==> src/rtl/uart_rx_if.sv <==
// Serial line, frame configuration and received-word signals of the UART receiver.
// The slave modport is the receiver; the master modport is whatever drives the line and consumes words.
interface uart_rx_if;
  logic       serial_in;
  logic       data_width;
  logic       parity_en;
  logic       parity_type;
  logic       stop_bits;
  logic [7:0] data_out;
  logic       data_valid;
  logic       parity_err;
  logic       frame_err;
  logic       busy;
  logic [2:0] dbg_state;

  // data_valid is a one-cycle strobe with no ready: the consumer must take
  // data_out/parity_err/frame_err in the cycle data_valid is high (they also
  // hold until the next strobe).
  modport slave (
    input  serial_in, data_width, parity_en, parity_type, stop_bits,
    output data_out, data_valid, parity_err, frame_err, busy, dbg_state
  );

  modport master (
    output serial_in, data_width, parity_en, parity_type, stop_bits,
    input  data_out, data_valid, parity_err, frame_err, busy, dbg_state
  );
endinterface

==> src/rtl/uart_rx.sv <==
// UART receiver: mid-bit sampling of start/data/parity/stop with parity and framing flags.
// Optional UART_RX_MAJORITY_VOTE_EN: 2-of-3 vote around each sample point (needs CLKS_PER_BIT >= 8).
module uart_rx #(
  parameter int CLKS_PER_BIT = 434,
  parameter int CNT_W        = 16
) (
  input  logic     clk,
  input  logic     rst,
  uart_rx_if.slave bus
);

  typedef enum logic [2:0] {
    S_IDLE   = 3'd0,
    S_START  = 3'd1,
    S_DATA   = 3'd2,
    S_PARITY = 3'd3,
    S_STOP1  = 3'd4,
    S_STOP2  = 3'd5
  } state_t;

  localparam logic [CNT_W-1:0] FULL_T = CNT_W'(CLKS_PER_BIT - 1);
  localparam logic [CNT_W-1:0] HALF_T = CNT_W'(CLKS_PER_BIT / 2 - 1);

  state_t           state, state_next;
  logic [1:0]       sync_q;
  logic             rx_s;
  logic [CNT_W-1:0] cnt;
  logic [CNT_W-1:0] target;
  logic [2:0]       bit_idx;
  logic [7:0]       shreg;
  logic             rx_par;
  logic             ferr_int;
  logic             idle_armed;
  logic             cfg_w, cfg_pen, cfg_ptype, cfg_sb;
  logic [7:0]       data_q;
  logic             valid_q, perr_q, ferr_q;

  logic             hit, decide, bit_val, start_go, last_data, complete;
  logic [7:0]       word;
  logic             par_exp;

  assign rx_s = sync_q[1];

  assign target    = (state == S_START) ? HALF_T : FULL_T;
  assign hit       = (state != S_IDLE) && (cnt == target);
  assign start_go  = (state == S_IDLE) && !rx_s && idle_armed;
  assign last_data = (bit_idx == (cfg_w ? 3'd7 : 3'd6));
  assign word      = {cfg_w & shreg[7], shreg[6:0]};
  assign par_exp   = (^word) ^ cfg_ptype;

`ifdef UART_RX_MAJORITY_VOTE_EN
  // Decision lands one cycle after the nominal sample point; cnt already
  // restarted at the nominal point, so bit spacing stays one period.
  logic s_m1, s_0, vote_pend;
  assign decide  = vote_pend;
  assign bit_val = (s_m1 & s_0) | (s_m1 & rx_s) | (s_0 & rx_s);

  always_ff @(posedge clk) begin
    if (rst) begin
      s_m1      <= 1'b1;
      s_0       <= 1'b1;
      vote_pend <= 1'b0;
    end else begin
      if ((state != S_IDLE) && (cnt == target - CNT_W'(1))) s_m1 <= rx_s;
      if (hit) s_0 <= rx_s;
      vote_pend <= hit;
    end
  end
`else
  assign decide  = hit;
  assign bit_val = rx_s;
`endif

  always_comb begin
    state_next = state;
    complete   = 1'b0;
    case (state)
      S_IDLE:   if (start_go) state_next = S_START;
      S_START:  if (decide) state_next = bit_val ? S_IDLE : S_DATA;
      S_DATA:   if (decide && last_data) state_next = cfg_pen ? S_PARITY : S_STOP1;
      S_PARITY: if (decide) state_next = S_STOP1;
      S_STOP1: begin
        if (decide) begin
          if (cfg_sb) begin
            state_next = S_STOP2;
          end else begin
            state_next = S_IDLE;
            complete   = 1'b1;
          end
        end
      end
      S_STOP2: begin
        if (decide) begin
          state_next = S_IDLE;
          complete   = 1'b1;
        end
      end
      default:  state_next = S_IDLE;
    endcase
  end

  always_ff @(posedge clk) begin
    if (rst) begin
      state      <= S_IDLE;
      sync_q     <= 2'b11;
      cnt        <= '0;
      bit_idx    <= '0;
      shreg      <= '0;
      rx_par     <= 1'b0;
      ferr_int   <= 1'b0;
      idle_armed <= 1'b1;
      cfg_w      <= 1'b1;
      cfg_pen    <= 1'b0;
      cfg_ptype  <= 1'b0;
      cfg_sb     <= 1'b0;
      data_q     <= '0;
      valid_q    <= 1'b0;
      perr_q     <= 1'b0;
      ferr_q     <= 1'b0;
    end else begin
      sync_q  <= {sync_q[0], bus.serial_in};
      state   <= state_next;
      valid_q <= complete;

      if (start_go) begin
        cnt       <= '0;
        ferr_int  <= 1'b0;
        cfg_w     <= bus.data_width;
        cfg_pen   <= bus.parity_en;
        cfg_ptype <= bus.parity_type;
        cfg_sb    <= bus.stop_bits;
      end else if (state != S_IDLE) begin
        cnt <= hit ? '0 : cnt + CNT_W'(1);
      end

      if (decide) begin
        case (state)
          S_START:  bit_idx <= '0;
          S_DATA: begin
            shreg[bit_idx] <= bit_val;
            bit_idx        <= bit_idx + 3'd1;
          end
          S_PARITY: rx_par <= bit_val;
          S_STOP1, S_STOP2: if (!bit_val) ferr_int <= 1'b1;
          default: ;
        endcase
      end

      // A line stuck low after a frame must go high before a new start counts.
      if (rx_s) idle_armed <= 1'b1;
      else if (complete) idle_armed <= 1'b0;

      if (complete) begin
        data_q <= word;
        perr_q <= cfg_pen & (rx_par != par_exp);
        ferr_q <= ferr_int | ~bit_val;
      end
    end
  end

  assign bus.data_out   = data_q;
  assign bus.data_valid = valid_q;
  assign bus.parity_err = perr_q;
  assign bus.frame_err  = ferr_q;
  assign bus.busy       = (state != S_IDLE);
  assign bus.dbg_state  = state;

endmodule

==> src/flat_wrapper.sv <==
// flat-port wrapper written by rule: the top's interface ports become plain ports
module uart_rx_flat 
#(
  parameter int CLKS_PER_BIT = 434,
  parameter int CNT_W        = 16
)
  (clk, rst, bus_serial_in, bus_data_width, bus_parity_en, bus_parity_type, bus_stop_bits, bus_data_out, bus_data_valid, bus_parity_err, bus_frame_err, bus_busy, bus_dbg_state);
  uart_rx_if bus_i ();
  input  logic clk;
  input  logic rst;
  input wire logic [$bits(bus_i.serial_in)-1:0] bus_serial_in;
  input wire logic [$bits(bus_i.data_width)-1:0] bus_data_width;
  input wire logic [$bits(bus_i.parity_en)-1:0] bus_parity_en;
  input wire logic [$bits(bus_i.parity_type)-1:0] bus_parity_type;
  input wire logic [$bits(bus_i.stop_bits)-1:0] bus_stop_bits;
  output wire logic [$bits(bus_i.data_out)-1:0] bus_data_out;
  output wire logic [$bits(bus_i.data_valid)-1:0] bus_data_valid;
  output wire logic [$bits(bus_i.parity_err)-1:0] bus_parity_err;
  output wire logic [$bits(bus_i.frame_err)-1:0] bus_frame_err;
  output wire logic [$bits(bus_i.busy)-1:0] bus_busy;
  output wire logic [$bits(bus_i.dbg_state)-1:0] bus_dbg_state;
  assign bus_i.serial_in = bus_serial_in;
  assign bus_i.data_width = bus_data_width;
  assign bus_i.parity_en = bus_parity_en;
  assign bus_i.parity_type = bus_parity_type;
  assign bus_i.stop_bits = bus_stop_bits;
  assign bus_data_out = bus_i.data_out;
  assign bus_data_valid = bus_i.data_valid;
  assign bus_parity_err = bus_i.parity_err;
  assign bus_frame_err = bus_i.frame_err;
  assign bus_busy = bus_i.busy;
  assign bus_dbg_state = bus_i.dbg_state;
  uart_rx #(.CLKS_PER_BIT(CLKS_PER_BIT), .CNT_W(CNT_W)) u_core (.clk(clk), .rst(rst), .bus(bus_i));
endmodule
==> config.mk <==
export PLATFORM = sky130hd
export DESIGN_NAME = uart_rx_flat
export DESIGN_NICKNAME = d
export VERILOG_FILES = /design/src/rtl/uart_rx_if.sv /design/src/rtl/uart_rx.sv /design/src/flat_wrapper.sv
export SDC_FILE = /design/constraint.sdc
export NUM_CORES = 1
export LEC_CHECK = 0
export BUFFER_PORTS_ARGS = -buffer_cell sky130_fd_sc_hd__buf_2
export CAP_MARGIN = 20
export CORE_MARGIN = 3
export CORE_UTILIZATION = 37
export DETAILED_ROUTE_END_ITERATION = 10
export PLACE_DENSITY = 0.53
export RECOVER_POWER = 100
export SYNTH_ARGS = -nofsm -noshare
export SYNTH_HDL_FRONTEND = slang
export SYNTH_SLANG_ARGS = --single-unit
==> constraint.sdc <==
create_clock -name clk -period 2.56 [get_ports clk]
set_input_delay 0.256 -clock clk [delete_from_list [all_inputs] [get_ports clk]]
set_output_delay 0.256 -clock clk [all_outputs]
set_load 0.02 [all_outputs]
* After elaboration in Yosys (flattened, before gate mapping)
Cells that the tools add are included.
** Word-level totals
- Bits in registers :: 50
- Output and inout port bits :: 15
** Operators by class
- $add $sub $neg :: 2
- Magnitude comparators :: 2
- Equal/unequal tests :: 14
- Muxes and demuxes :: 25
- Bitwise gates (word level) :: 5
- Reduce and logical (&&, ||, !) cells :: 17
** Operators by type and width (count)
- $mux W3 :: 8
- $pmux W3 S6 :: 1
- $add A16 B1 Y16 const B :: 1
- $eq A16 B16 Y1 :: 1
- $mux W16 :: 1
- $ne A2 B1 Y1 const B :: 6
- $mux W1 :: 9
- $mux W9 :: 1
- $bwmux W8 :: 1
- $reduce_xor A8 Y1 :: 1
- $eq A3 B2 Y1 const B :: 2
- $eq A3 B3 Y1 const B :: 2
- $pmux W3 S2 :: 1
- $reduce_and A2 Y1 :: 3
- $reduce_and A6 Y1 :: 1
- $reduce_or A2 Y1 :: 3
- $logic_and A1 B1 Y1 :: 5
- $lt A3 B4 Y1 const B :: 1
- $add A3 B1 Y3 const B :: 1
- $demux W1 S3 :: 1
- $eq A3 B1 Y1 const B :: 1
- $eq A3 B3 Y1 :: 1
- $ge A3 B1 Y1 const B :: 1
- $logic_not A3 Y1 :: 1
- 10 further kinds :: 11

* Logic depth before layout (Yosys ltp)
- Depth after elaboration :: 7
- Gate-level depth with buffers :: 9

* Least setup slack after synthesis
OpenSTA, ideal clock, no wires.
- Path type :: reg2reg
- Start point :: register u_core.state[0], in the netlist u_core.bus.dbg_state[0]
- End point :: register u_core.shreg[6]
- Setup time :: 0.132 ns
- Data arrival time :: 2.090 ns
- Data required time :: 2.428 ns
- Path slack :: 0.338 ns
- Cell stages (with the launch flop) :: 6
- Period minus slack after synthesis :: 2.222 ns
- Cell sequence :: dfxtp_1 -> or3b_4 -> o21a_4 -> or4_4 -> o31ai_2 -> a21oi_1
** On the way
- Word-level cells in the longest chain between the ends :: 5
- Elaborated cells between the ends (all ways) :: 7
- Classes of those cells :: eq/ne: 3; mux: 1; reduce/logical: 3
** RTL lines
- start: declaration :: RTL line uart_rx.sv:24 : state_t state, state_next;
- start signal: assignment :: RTL line uart_rx.sv:122 : state <= state_next;
- $eq A3 B1 Y1 :: RTL line uart_rx.sv:44 : assign target = (state == S_START) ? HALF_T : FULL_T;
- $mux W9 :: RTL line uart_rx.sv:44
- $eq A16 B16 Y1 :: RTL line uart_rx.sv:45 : assign hit = (state != S_IDLE) && (cnt == target);
- $logic_and A1 B1 Y1 :: RTL line uart_rx.sv:45
- $reduce_and A2 Y1 (no line) *
- end signal: indexed assignment :: RTL line uart_rx.sv:140 : shreg[bit_idx] <= bit_val;
- end: declaration :: RTL line uart_rx.sv:30 : logic [7:0] shreg;
Mark *: on every way between the ends. The rest lies on a longest branch, timed or not.
A chain may end at the register's enable or synchronous reset.

* Worst setup path after layout
Ends and elaborated chain as after synthesis.

==> reports/metrics.csv <==
stage,metric,value,unit
outcome,status,completed,
cts,Hold Buf Count CTS,0,
critical_path,CP startpoint kind,flop,
routing,DRC,0,
placement,post-DP HPWL,3.78,mm
yosys,Avg Inst Size Synth,8.92,sq um
floorplan,floorplan row count,28,
finish,"commonest non-fill, non-tap cell in the layout",dfxtp_1,
yosys,Adder-Cell Fraction of Synth Area,0.0103,
yosys,Synth cell types,52,
cts,Max clock buf depth,2,
min_path,min-delay worst type,primary input to flop,
yosys,asr flop ratio synth,0,
finish,filler cell count in the final layout,622,
routing,post-route ant nets,0,
critical_path,"Max FO, Critical Path",9,
yosys,post-synthesis compound-gate area fraction,0.113,
routing,vias per cell,5.33,
flow_run,Max Cap Viol,0,
timing,fmax,435,MHz
pwr,pwr dens,574,nW/um^2
cts,clock root buffer,clkbuf_8,
routing,DRT iter0 DRCs,106,
floorplan,core area,6130,sq um
pwr,Reg power frac,0.540,
yosys,Synth Flop Type,dfxtp_1,
pwr,leak pwr,0.000929,uW
routing,average wire per standard cell,14.7,um
cts,Num CTS Buffers,5,
timing,Worst-Margin Slew,0.713,ns
timing,final setup vio count,0,
min_path,Hold Startpoint,bus_serial_in,
yosys,sequential fraction of the synthesis area,0.414,
pwr,Comb power frac,0.105,
grt,initial antenna violation count,0,
routing,DRT Pass-1 Iters,4,
floorplan,I/O pins,22,
timing,RSZ-0062 raised after global routing,false,
routing,DR vias,1957,
finish,"Area growth, synth to finish",9.93,%
finish,Nets,300,
min_path,Hold Path End,u_core.sync_q[0]$_SDFF_PP1_,
timing,slew margin rel.,0.521,
timing,Tcrit/Tclk final,0.897,
floorplan,die area,7540,sq um
timing,clk_skew,0.00912,ns
floorplan,die height,86.9,um
critical_path,r2r setup slk,0.26,ns
grt,largest net degree at the start of global routing,40,
grt,global-route wire length before repair,9.56,mm
timing,Setup TNS,0,ns
cts,"Clk pin slew, worst setup/hold paths",0.10,ns
timing,Final Hold Vio Count,0,
critical_path,critical path required time,2.73,ns
cts,worst skew pair latency,0.31,ns
placement,Routability Congestion,0.769,
grt,Total GRT Usage,0.159,
cts,setup bufs post-CTS,0,
yosys,Synth Area in Simple Gates,0.287,
yosys,XOR/XNOR share of the synthesized area,0.0890,
critical_path,Reg2Reg Depth,5,
yosys,Seq cells post-synth,50,
cts,Sink Count,50,
pwr,VDD IR max,0.238,mV
yosys,synth warn,0,
cts,H-tree depth,2,
critical_path,CP Capture Type,flop,
grt,GRT Residual Overflow,0,
cts,CTS tree,built,
yosys,mux cell area share after synthesis,0.0538,
floorplan,Initial Util,0.394,
min_path,WHS Path Cells,2,
finish,# diodes,0,
pwr,Psw,403,uW
yosys,main combinational cell family by area after synthesis,simple AND/OR/NAND/NOR gates,
timing,Max Slew Vio Count,0,
finish,"commonest cells after routing, fill and taps aside","50 x dfxtp_1, 35 x nor2_1, 23 x nand2_1",
yosys,Post-Syn Area,2420,sq um
yosys,Synth Net Count,280,
floorplan,chip width,86.9,um
critical_path,Reg2Reg Capture Point,u_core.shreg[6]$_SDFFE_PP0P_,
placement,PortBufs,21,
yosys,Post-synth EDFFs,0,
critical_path,Worst EP arrival,2.46,ns
finish,fraction of final layout cells sized beyond drive strength 1,0.0959,
pwr,clock share of power,0.355,
critical_path,critical setup path kind,flop to flop,
yosys,Synth Instances,271,
critical_path,Reg2Reg Launch Point,u_core.bus.dbg_state[0]$_SDFFE_PP0P_,
cts,post-CTS sizing,0,
grt,number of global-route vias before repair,1887,
timing,min Tclk post-route,2.30,ns
pwr,Int Pwr,1120,uW
finish,Final Util,0.434,
pwr,Sw Ratio,0.264,
routing,final WL,5.39,mm
## flip-flops by register name (all words and copies together) (netlist names)
register               cells
u_core.bit_idx             3
u_core.bus.data_out        8
u_core.bus.data_valid      1
u_core.bus.dbg_state       3
u_core.bus.frame_err       1
u_core.bus.parity_err      1
u_core.cfg_pen             1
u_core.cfg_ptype           1
u_core.cfg_sb              1
u_core.cfg_w               1
u_core.cnt                16
u_core.ferr_int            1
u_core.idle_armed          1
u_core.rx_par              1
u_core.shreg               8
u_core.sync_q              2
## layer usage
metal  track usage  wire [um]  up-vias
met2         0.222       2180       59
met3        0.0265        290        5
li1              -          -      985
met1         0.243       2850      908
met4        0.0595         75        0
met5             0          0        -
## power by group through the flow
stage / registers [uW] / clock network [uW] / logic [uW]
global route: 828 / 584 / 181
finish: 824 / 542 / 159
detailed placement: 841 / 0 / 165
floorplan: 838 / 0 / 116
global placement: 841 / 0 / 164
CTS: 823 / 559 / 165
## cell type report
type | instances | area [sq um] | area share
Clock buffer | 8 | 110 | 0.0414
Inverter | 4 | 15.0 | 0.00565
Multi-Input combinational cell | 204 | 1320 | 0.496
Sequential cell | 50 | 1000 | 0.376
Tap cell | 75 | 93.8 | 0.0353
Timing Repair Buffer | 26 | 120 | 0.0452
## synth_stat cells, types with 2 or more instances
library cell   n  area share
xor2_1        10       0.036
buf_2          4      0.0083
nor3_1         5       0.010
nor2b_1        8       0.021
nand3b_1       2      0.0062
nand4b_1       3       0.011
a211oi_1       2      0.0062
clkbuf_1       7       0.011
or2_2          3      0.0078
nand4_1        5       0.013
nor2_1        34       0.053
nor4b_1        2      0.0072
a32oi_1        2      0.0072
o21ai_0        3      0.0062
and3_1         4       0.010
mux2i_1       13       0.054
o21ai_1        7       0.014
inv_1          3      0.0047
dfxtp_1       50        0.41
a21oi_1       14       0.029
nand2b_1      10       0.026
xnor2_1       12       0.043
ha_1           2       0.010
and2_1         3      0.0078
nor3_2         2      0.0083
nand2_1       23       0.036
or3_1          3      0.0078
nand3_1       11       0.023
## worst max path at each step
stage                                                    start                                   to  slack, ns  depth (start not counted)
after floorplan           u_core.bus.dbg_state[0]$_SDFFE_PP0P_         u_core.shreg[6]$_SDFFE_PP0P_       0.34                          5
after global placement    u_core.bus.dbg_state[2]$_SDFFE_PP0P_    u_core.bus.frame_err$_SDFFE_PP0P_       0.27                          6
after detailed placement  u_core.bus.dbg_state[2]$_SDFFE_PP0P_    u_core.bus.frame_err$_SDFFE_PP0P_       0.24                          6
after CTS                 u_core.bus.dbg_state[2]$_SDFFE_PP0P_    u_core.bus.frame_err$_SDFFE_PP0P_       0.23                          6
after global routing      u_core.bus.dbg_state[2]$_SDFFE_PP0P_  u_core.bus.data_out[7]$_SDFFE_PP0P_       0.04                          6
final                     u_core.bus.dbg_state[0]$_SDFFE_PP0P_         u_core.shreg[6]$_SDFFE_PP0P_       0.26                          5
## cell families after synthesis
family | count (synthesis)
DFF | 50
buffers and inverters | 17
and+or+nand+nor | 127
AOI/OAI and AO/OA | 39
xor gates and xnor gates | 23
muxes | 13
adders and majority gates | 2
## critical path: stages, from the launching register on
cell and delay (ns):
dfxtp_1 0.53, or3b_4 0.47, o21a_4 0.26, or4_4 0.57
o31ai_1 0.25, a21oi_1 0.09
## stage by stage
step	total power, uW	hold WS (ns)	cell area (sq um)	std cells	worst slack (ns)
floorplan	954	0.360	2420	271	0.338
global placement	1010	0.394	2590	359	0.271
detailed placement	1010	0.399	2590	359	0.244
CTS	1550	0.115	2700	367	0.234
finish	1530	0.124	2660	367	0.263
global route	1590	0.130	2660	367	0.0353
Note: power is estimated with default switching activity, not from simulation.
